==> src/rtl/data_memory_responder.sv <==
`default_nettype none
// ============================================================================
// Module   : data_memory_responder
// Purpose  : Word-addressed data memory for the datapath memory stage. It takes
//            one load/store request at a time over a Req/Ready handshake and
//            inserts WAIT_STATES extra cycles before the access. Misaligned or
//            out-of-range requests complete with Error asserted.
// Ports    : CLK       - sole clock, rising edge
//            RST       - asynchronous active-high reset
//            Req       - request strobe, sampled only in IDLE
//            MemWrite  - 1 = store, 0 = load (latched with Req)
//            Address   - byte address (latched with Req)
//            WriteData - store data (latched with Req)
//            ReadData  - registered load result
//            Ready     - one-cycle completion pulse
//            Error     - request rejected, qualified by Ready
// Params   : N (data/address width), ADDR_BITS (word-index width),
//            WAIT_STATES (0..15)
// Revision : 1.0 - initial release
// ============================================================================
module data_memory_responder #(
    parameter int N           = 32,
    parameter int ADDR_BITS   = 6,
    parameter int WAIT_STATES = 2
) (
    input  logic         CLK,
    input  logic         RST,
    input  logic         Req,
    input  logic         MemWrite,
    input  logic [N-1:0] Address,
    input  logic [N-1:0] WriteData,
    output logic [N-1:0] ReadData,
    output logic         Ready,
    output logic         Error
);

    localparam int c_depth = 2 ** ADDR_BITS;

    typedef enum logic [1:0] {
        ST_IDLE = 2'd0,
        ST_BUSY = 2'd1,
        ST_RESP = 2'd2
    } state_t;

    state_t                 r_state;
    logic [3:0]             r_cnt;
    logic                   r_we;
    logic [N-1:0]           r_addr;
    logic [N-1:0]           r_wdata;
    logic                   r_err;
    logic [N-1:0]           r_rdata;
    logic [N-1:0]           r_mem [c_depth];

    logic [ADDR_BITS-1:0]   w_idx;
    logic                   w_misaligned;
    logic                   w_out_of_range;
    logic                   w_err;

    // All decoding works on the latched address so that bus changes after
    // acceptance cannot influence the access.
    assign w_idx          = r_addr[ADDR_BITS+1:2];
    assign w_misaligned   = |r_addr[1:0];
    assign w_out_of_range = |(r_addr >> (ADDR_BITS + 2));
    assign w_err          = w_misaligned | w_out_of_range;

    always_ff @(posedge CLK or posedge RST) begin
        if (RST) begin
            r_state <= ST_IDLE;
            r_cnt   <= '0;
            r_we    <= 1'b0;
            r_addr  <= '0;
            r_wdata <= '0;
            r_err   <= 1'b0;
            r_rdata <= '0;
            for (int i = 0; i < c_depth; i++) begin
                r_mem[i] <= '0;
            end
        end else begin
            case (r_state)
                ST_IDLE: begin
                    if (Req) begin
                        r_we    <= MemWrite;
                        r_addr  <= Address;
                        r_wdata <= WriteData;
                        r_cnt   <= 4'(WAIT_STATES);
                        r_state <= ST_BUSY;
                    end
                end
                ST_BUSY: begin
                    if (r_cnt == 4'd0) begin
                        // Access is committed on the edge that leaves BUSY.
                        r_err <= w_err;
                        if (w_err) begin
                            r_rdata <= '0;
                        end else if (r_we) begin
                            r_mem[w_idx] <= r_wdata;
                        end else begin
                            r_rdata <= r_mem[w_idx];
                        end
                        r_state <= ST_RESP;
                    end else begin
                        r_cnt <= r_cnt - 4'd1;
                    end
                end
                ST_RESP: begin
                    // Always pass through IDLE so responses never abut.
                    r_state <= ST_IDLE;
                end
                default: begin
                    r_state <= ST_IDLE;
                end
            endcase
        end
    end

    assign ReadData = r_rdata;
    assign Ready    = (r_state == ST_RESP);
    assign Error    = (r_state == ST_RESP) && r_err;

endmodule
`default_nettype wire

==> config.mk <==
export PLATFORM = sky130hd
export DESIGN_NAME = data_memory_responder
export DESIGN_NICKNAME = d
export VERILOG_FILES = /design/src/rtl/data_memory_responder.sv
export SDC_FILE = /design/constraint.sdc
export NUM_CORES = 2
export LEC_CHECK = 0
export ABC_CLOCK_PERIOD_IN_PS = 84500
export BUFFER_PORTS_ARGS = -buffer_cell sky130_fd_sc_hd__buf_2
export CORE_MARGIN = 2
export CORE_UTILIZATION = 60
export CTS_CLUSTER_SIZE = 25
export DETAILED_ROUTE_END_ITERATION = 12
export PLACE_DENSITY = 0.84
export SYNTH_ARGS = -nofsm -noshare
export SYNTH_HDL_FRONTEND = slang
export SYNTH_SLANG_ARGS = --single-unit
==> constraint.sdc <==
create_clock -name CLK -period 84.5 [get_ports CLK]
set_clock_uncertainty 0.2 [all_clocks]
set_input_delay 8.45 -clock CLK [delete_from_list [all_inputs] [get_ports CLK]]
set_output_delay 8.45 -clock CLK [all_outputs]
set_load 0.05 [all_outputs]
Word level (Yosys, flattened, before mapping)
Index checks and enable logic that the tools add are counted.
Word-level totals
  register bits after elaboration: 2152
  bits in latches: 0
  RAM bits: 0
  bits in read-only memories: 0
  memories: 0
Cells by class
  $add $sub $neg: 1
  multipliers: 0
  div/mod/pow operators: 0
  order comparisons: 2
  equality and inequality tests: 6
  shift-type cells: 0
  multiplexer cells: 14
  bitwise gates (word level): 3
  reductions and logical operators: 13
Operator list (number)
  $bwmux W2048: 1
  $bmux W32 S6: 1
  $demux W32 S6: 1
  $mux W32: 5
  $reduce_or A24 Y1: 1
  $mux W4: 2
  $pmux W4 S2: 1
  $ge A7 B7 Y1 const B: 1
  $lt A7 B1 Y1 const B: 1
  $not A6 Y7: 1
  $ne A2 B2 Y1 const B: 3
  $reduce_and A2 Y1: 3
  $reduce_and A3 Y1: 2
  $logic_not A4 Y1: 1
  $mux W2: 2
  $pmux W2 S2: 1
  $reduce_and A4 Y1: 1
  $sub A4 B1 Y4 const B: 1
  $eq A2 B1 Y1 const B: 1
  $eq A2 B2 Y1 const B: 1
  $logic_and A1 B1 Y1: 2
  $logic_not A2 Y1: 1
  $ne A2 B1 Y1 const B: 1
  $reduce_bool A2 Y1: 1
  3 further kinds: 3

Depth between registers and ports, before layout
  depth in word-level cells: 6
  mapped depth: 11
  depth with buffers taken out: 7

Least setup slack after synthesis
OpenSTA, ideal clock, no wires.
  kind: flip-flop to output port
  start point: register r_state[0]
  end point: output Error
  data arrival time: 1.632 ns
  data required time: 75.850 ns
  slack: 74.218 ns
  stages on the path, launching flop included: 3
  path buffers: 0
  cells stage by stage: dfrtp_1 nor2b_1 and2_1
On the way
  word-level cells in the longest chain between the ends: 2
RTL lines
  start: declaration: RTL line 45  | state_t r_state;
  start signal: assignment: RTL line 68  | r_state <= ST_IDLE;
  start signal: assignment: RTL line 86  | r_state <= ST_BUSY;
  start signal: assignment: RTL line 100  | r_state <= ST_RESP;
  $eq A2 B2 Y1
  net Ready: RTL line 33  | output logic Ready,
  $logic_and A1 B1 Y1: RTL line 118  | assign Error = (r_state == ST_RESP) && r_err;
  end: declaration: RTL line 34  | output logic Error
The timed path passes the listed nets, and every way through them passes these cells.

==> impl_metrics.yaml <==
outcome:
  status: "finished clean"
power_and_ir_drop:
  p_per_area_mw_per_mm2: 24.94
  power.switching_uw: 899.9
  combPwrFrac_pct: 21.0
  p_seq_share_pct: 42.4
  leakagePower_nw: 52.70
  internal-power_mw: 1.741
  switching_share_pct: 34.08
  vdd_ir_drop_max_mv: 0.02485
  clockPowerShare_pct: 36.6
logic_synthesis:
  yosys_warnings: 0
  ys_seq_elements: 2152
  synth_seq_area_share_pct: 55.52
  synth_edf_count: 0
  synthArstFlopShare_pct: 100.0
  synth_area_mm2: 0.09700
  synthDistinctLibCells: 56
  avgSynthCellArea_um2: 14.61
  netlist_instances: 6639
  synthFlopType: "dfrtp_1"
  syn_nets: 6709
grt:
  antenna_found_initial: 13
  grt_pass1_vias: 63540
  grt_pass1_wl_um: 410000
  grt_usage_pct: 33.43
  overflow: 0
  grt_max_degree: 175
worst_setup_path:
  cp_max_fo: 112
  path_class: "in -> async"
  cp_top_family: "buffers and inverters"
  arrival_ns: 13.98
  worstReg2RegEnd: "ReadData[31]"
  crit-reg2reg-launch: "r_addr[3]"
  start_kind: "input port"
  path_cells: "buf_2 > inv_8 > buf_4 > buf_4 > buf_4 > buf_4 > buf_4 > buf_4"
  cp_slowest_cell: "buf_4"
  critical_path_buf_inv_count: 8
  reg2reg_depth: 8
  r2r_setup_slack_ns: 78.76
  endpoint_kind: "async pin"
  crit_required_ns: 85.16
  cpMostUsedCell: "buf_4"
  crit_cells: 8
  slowest_delay_ns: 0.83
timing:
  fin_ws_ns: 71.18
  tightestPinTransition_ns: 1.343
  timing.fmax_ghz: 0.07506
  rsz0062_at_grt: "no"
  tns_ns: 0
  slew_viol_final: 0
  finalCriticalPeriod_ns: 13.32
  hold_viol_final: 0
  period_share_pct: 15.77
  whs_ns: 0.2769
  relSlewSlack_pct: 10.45
  setup_viol: 0
route:
  vias_per_cell: 6.947
  wirelength_um: 272300
  vias: 60840
  post-route-drc-count: 0
  wl_per_cell_um: 31.09
  ant_nets: 0
  drt_iter0_markers: 6526
  drt_pre_antenna_iters: 6
min_path:
  hold_depth: 2
  min_path_type: "reg -> reg"
  holdPathEnd: "r_addr[1]"
  hp-start: "r_addr[1]"
cts:
  clockBufferDepth: 3
  worstSkewPairLatency_ns: 0.86
  cts_tree: "done"
  clk_pin_slew_ns: 0.06
  clock-root-buffer: "clkbuf_16"
  post_cts_buffers: 0
  cts_resized: 0
  cts.sinks: 2152
  numCtsBuffers: 211
  cts_hold_buf: 0
  htree_num_levels: 4
floorplan:
  core_region_area_mm2: 0.1606
  chipHeight_um: 406.1
  start_util_pct: 60.41
  rows: 147
  die_w_um: 406.1
  ioPinCount: 102
  die_area_mm2: 0.1649
cells_and_area:
  final_common_cell: "dfrtp_1"
  area_delta_synth_final_pct: 9.182
  final_core_util_pct: 65.96
  drive_above_1_share_pct: 45.51
  nNetsFinal: 6498
  nFillCells: 10600
  layout_common_cells: "2117 x dfrtp_1, 1778 x mux2_2, 297 x a22oi_1"
placement:
  post-place-ws_ns: 70.18
  globalplace.congestion: 0.8656
  io_buffers: 101
  dpl.hpwl_um: 154700
flow_run:
  max_cap_viol_count: 0
[stage by stage]
step	instance area, um2	power, mW	cells
after floorplan	97000	1.470	6639
after detailed placement	98760	1.675	8375
after global routing	105900	2.715	8754
after global placement	98760	1.665	8375
after CTS	105900	2.633	8754
final	105900	2.641	8758
[worst max-delay path by stage]
stage,start,to
2_1_floorplan,RST,ReadData[0]
3_3_place_gp,RST,r_mem[1034]
3_5_place_dp,RST,r_mem[1066]
4_1_cts,RST,r_mem[1937]
5_1_grt,RST,r_mem[1962]
6_report,RST,r_mem[1962]
[cells by family (layout without fill, tap and decap cells)]
| family | Yosys count | count (layout) | synth area share, % |
|---|---|---|---|
| flops | 2152 | 2152 | 55.52 |
| fa+ha+maj | 2 | 2 | 0.02579 |
| mux | 2560 | 2560 | 33.26 |
| buf+inv | 707 | 662 | 3.159 |
| xor+xnor | 2 | 2 | 0.01806 |
| compound gates | 742 | 742 | 5.564 |
| other cells | 0 | 4 | 0 |
| simple gates | 474 | 474 | 2.450 |
[power groups by stage]
stage	clock [mW]	combinational, mW	sequential, mW
after global routing	1.02	0.577	1.12
after detailed placement	0	0.540	1.13
after global placement	0	0.533	1.13
after floorplan	0	0.393	1.08
final	0.968	0.555	1.12
after CTS	0.973	0.543	1.12
[flip-flops by register name, summed over array words and instances (netlist names)]
register,flops
r_wdata,32
r_mem,2048
ReadData,32
r_we,1
r_err,1
r_cnt,4
r_state,2
r_addr,32
[cell type report]
| type | count | area (um2) | share of cell area (%) |
|---|---|---|---|
| inverter | 9 | 41.29 | 0.03899 |
| antenna | 4 | 10.01 | 0.009452 |
| clock buffer | 315 | 6349 | 5.995 |
| timing repair buffer | 274 | 1829 | 1.727 |
| multi-input combinational | 3780 | 40280 | 38.04 |
| clock inverter | 64 | 783.3 | 0.7396 |
| sequential | 2152 | 53900 | 50.90 |
| tap | 2160 | 2703 | 2.552 |
[cell usage after synthesis, types with 3 or more instances]
| cell type | count | area share (%) |
|---|---|---|
| dfrtp_1 | 2152 | 56 |
| mux2_2 | 1778 | 21 |
| clkbuf_1 | 401 | 1.6 |
| a22oi_1 | 297 | 2.3 |
| mux2i_1 | 258 | 2.7 |
| mux4_2 | 254 | 5.9 |
| mux2_4 | 240 | 3.7 |
| nand2_1 | 236 | 0.91 |
| o22ai_1 | 200 | 1.3 |
| buf_2 | 163 | 0.84 |
| buf_1 | 104 | 0.40 |
| a221oi_1 | 78 | 0.70 |
| nor2_1 | 72 | 0.28 |
| a22o_1 | 57 | 0.51 |
| o21ai_0 | 47 | 0.24 |
| nand4_1 | 46 | 0.30 |
| mux2_1 | 30 | 0.35 |
| and4_1 | 28 | 0.25 |
| a211oi_1 | 26 | 0.20 |
| buf_6 | 25 | 0.29 |
| nand3_1 | 13 | 0.067 |
| nand4_2 | 10 | 0.13 |
| o22a_1 | 10 | 0.090 |
| nor2b_1 | 9 | 0.058 |
| nor4_1 | 9 | 0.058 |
| inv_1 | 8 | 0.031 |
| nand2_4 | 8 | 0.093 |
| nor3_1 | 8 | 0.041 |
| and2_1 | 7 | 0.045 |
| nand2_2 | 7 | 0.045 |
| a31oi_1 | 6 | 0.039 |
| buf_4 | 5 | 0.039 |
| nor3b_1 | 5 | 0.039 |
| a221o_1 | 4 | 0.041 |
| and3_1 | 4 | 0.026 |
| a21oi_1 | 3 | 0.015 |
| a32oi_1 | 3 | 0.027 |
| o31ai_1 | 3 | 0.023 |
[worst register-to-register path, cell delays in order, from the launching register on]
cell       delay [ns]
dfrtp_4          0.75
buf_4            0.84
nand2b_2         0.88
buf_4            0.74
o22a_1           0.29
o21ai_0          0.07
a2111oi_0        1.10
nand4_1          0.48
a22o_1           0.30
[layer usage]
layer  share of wire (%)  wire length, um  global-route usage (%)
met5               0.063              172                       0
met4                 5.2            14250                   16.59
met3                  10            27690                   8.917
met2                  46           125900                   51.15
met1                  38           104300                   44.52
(Power assumes the default switching activity.)
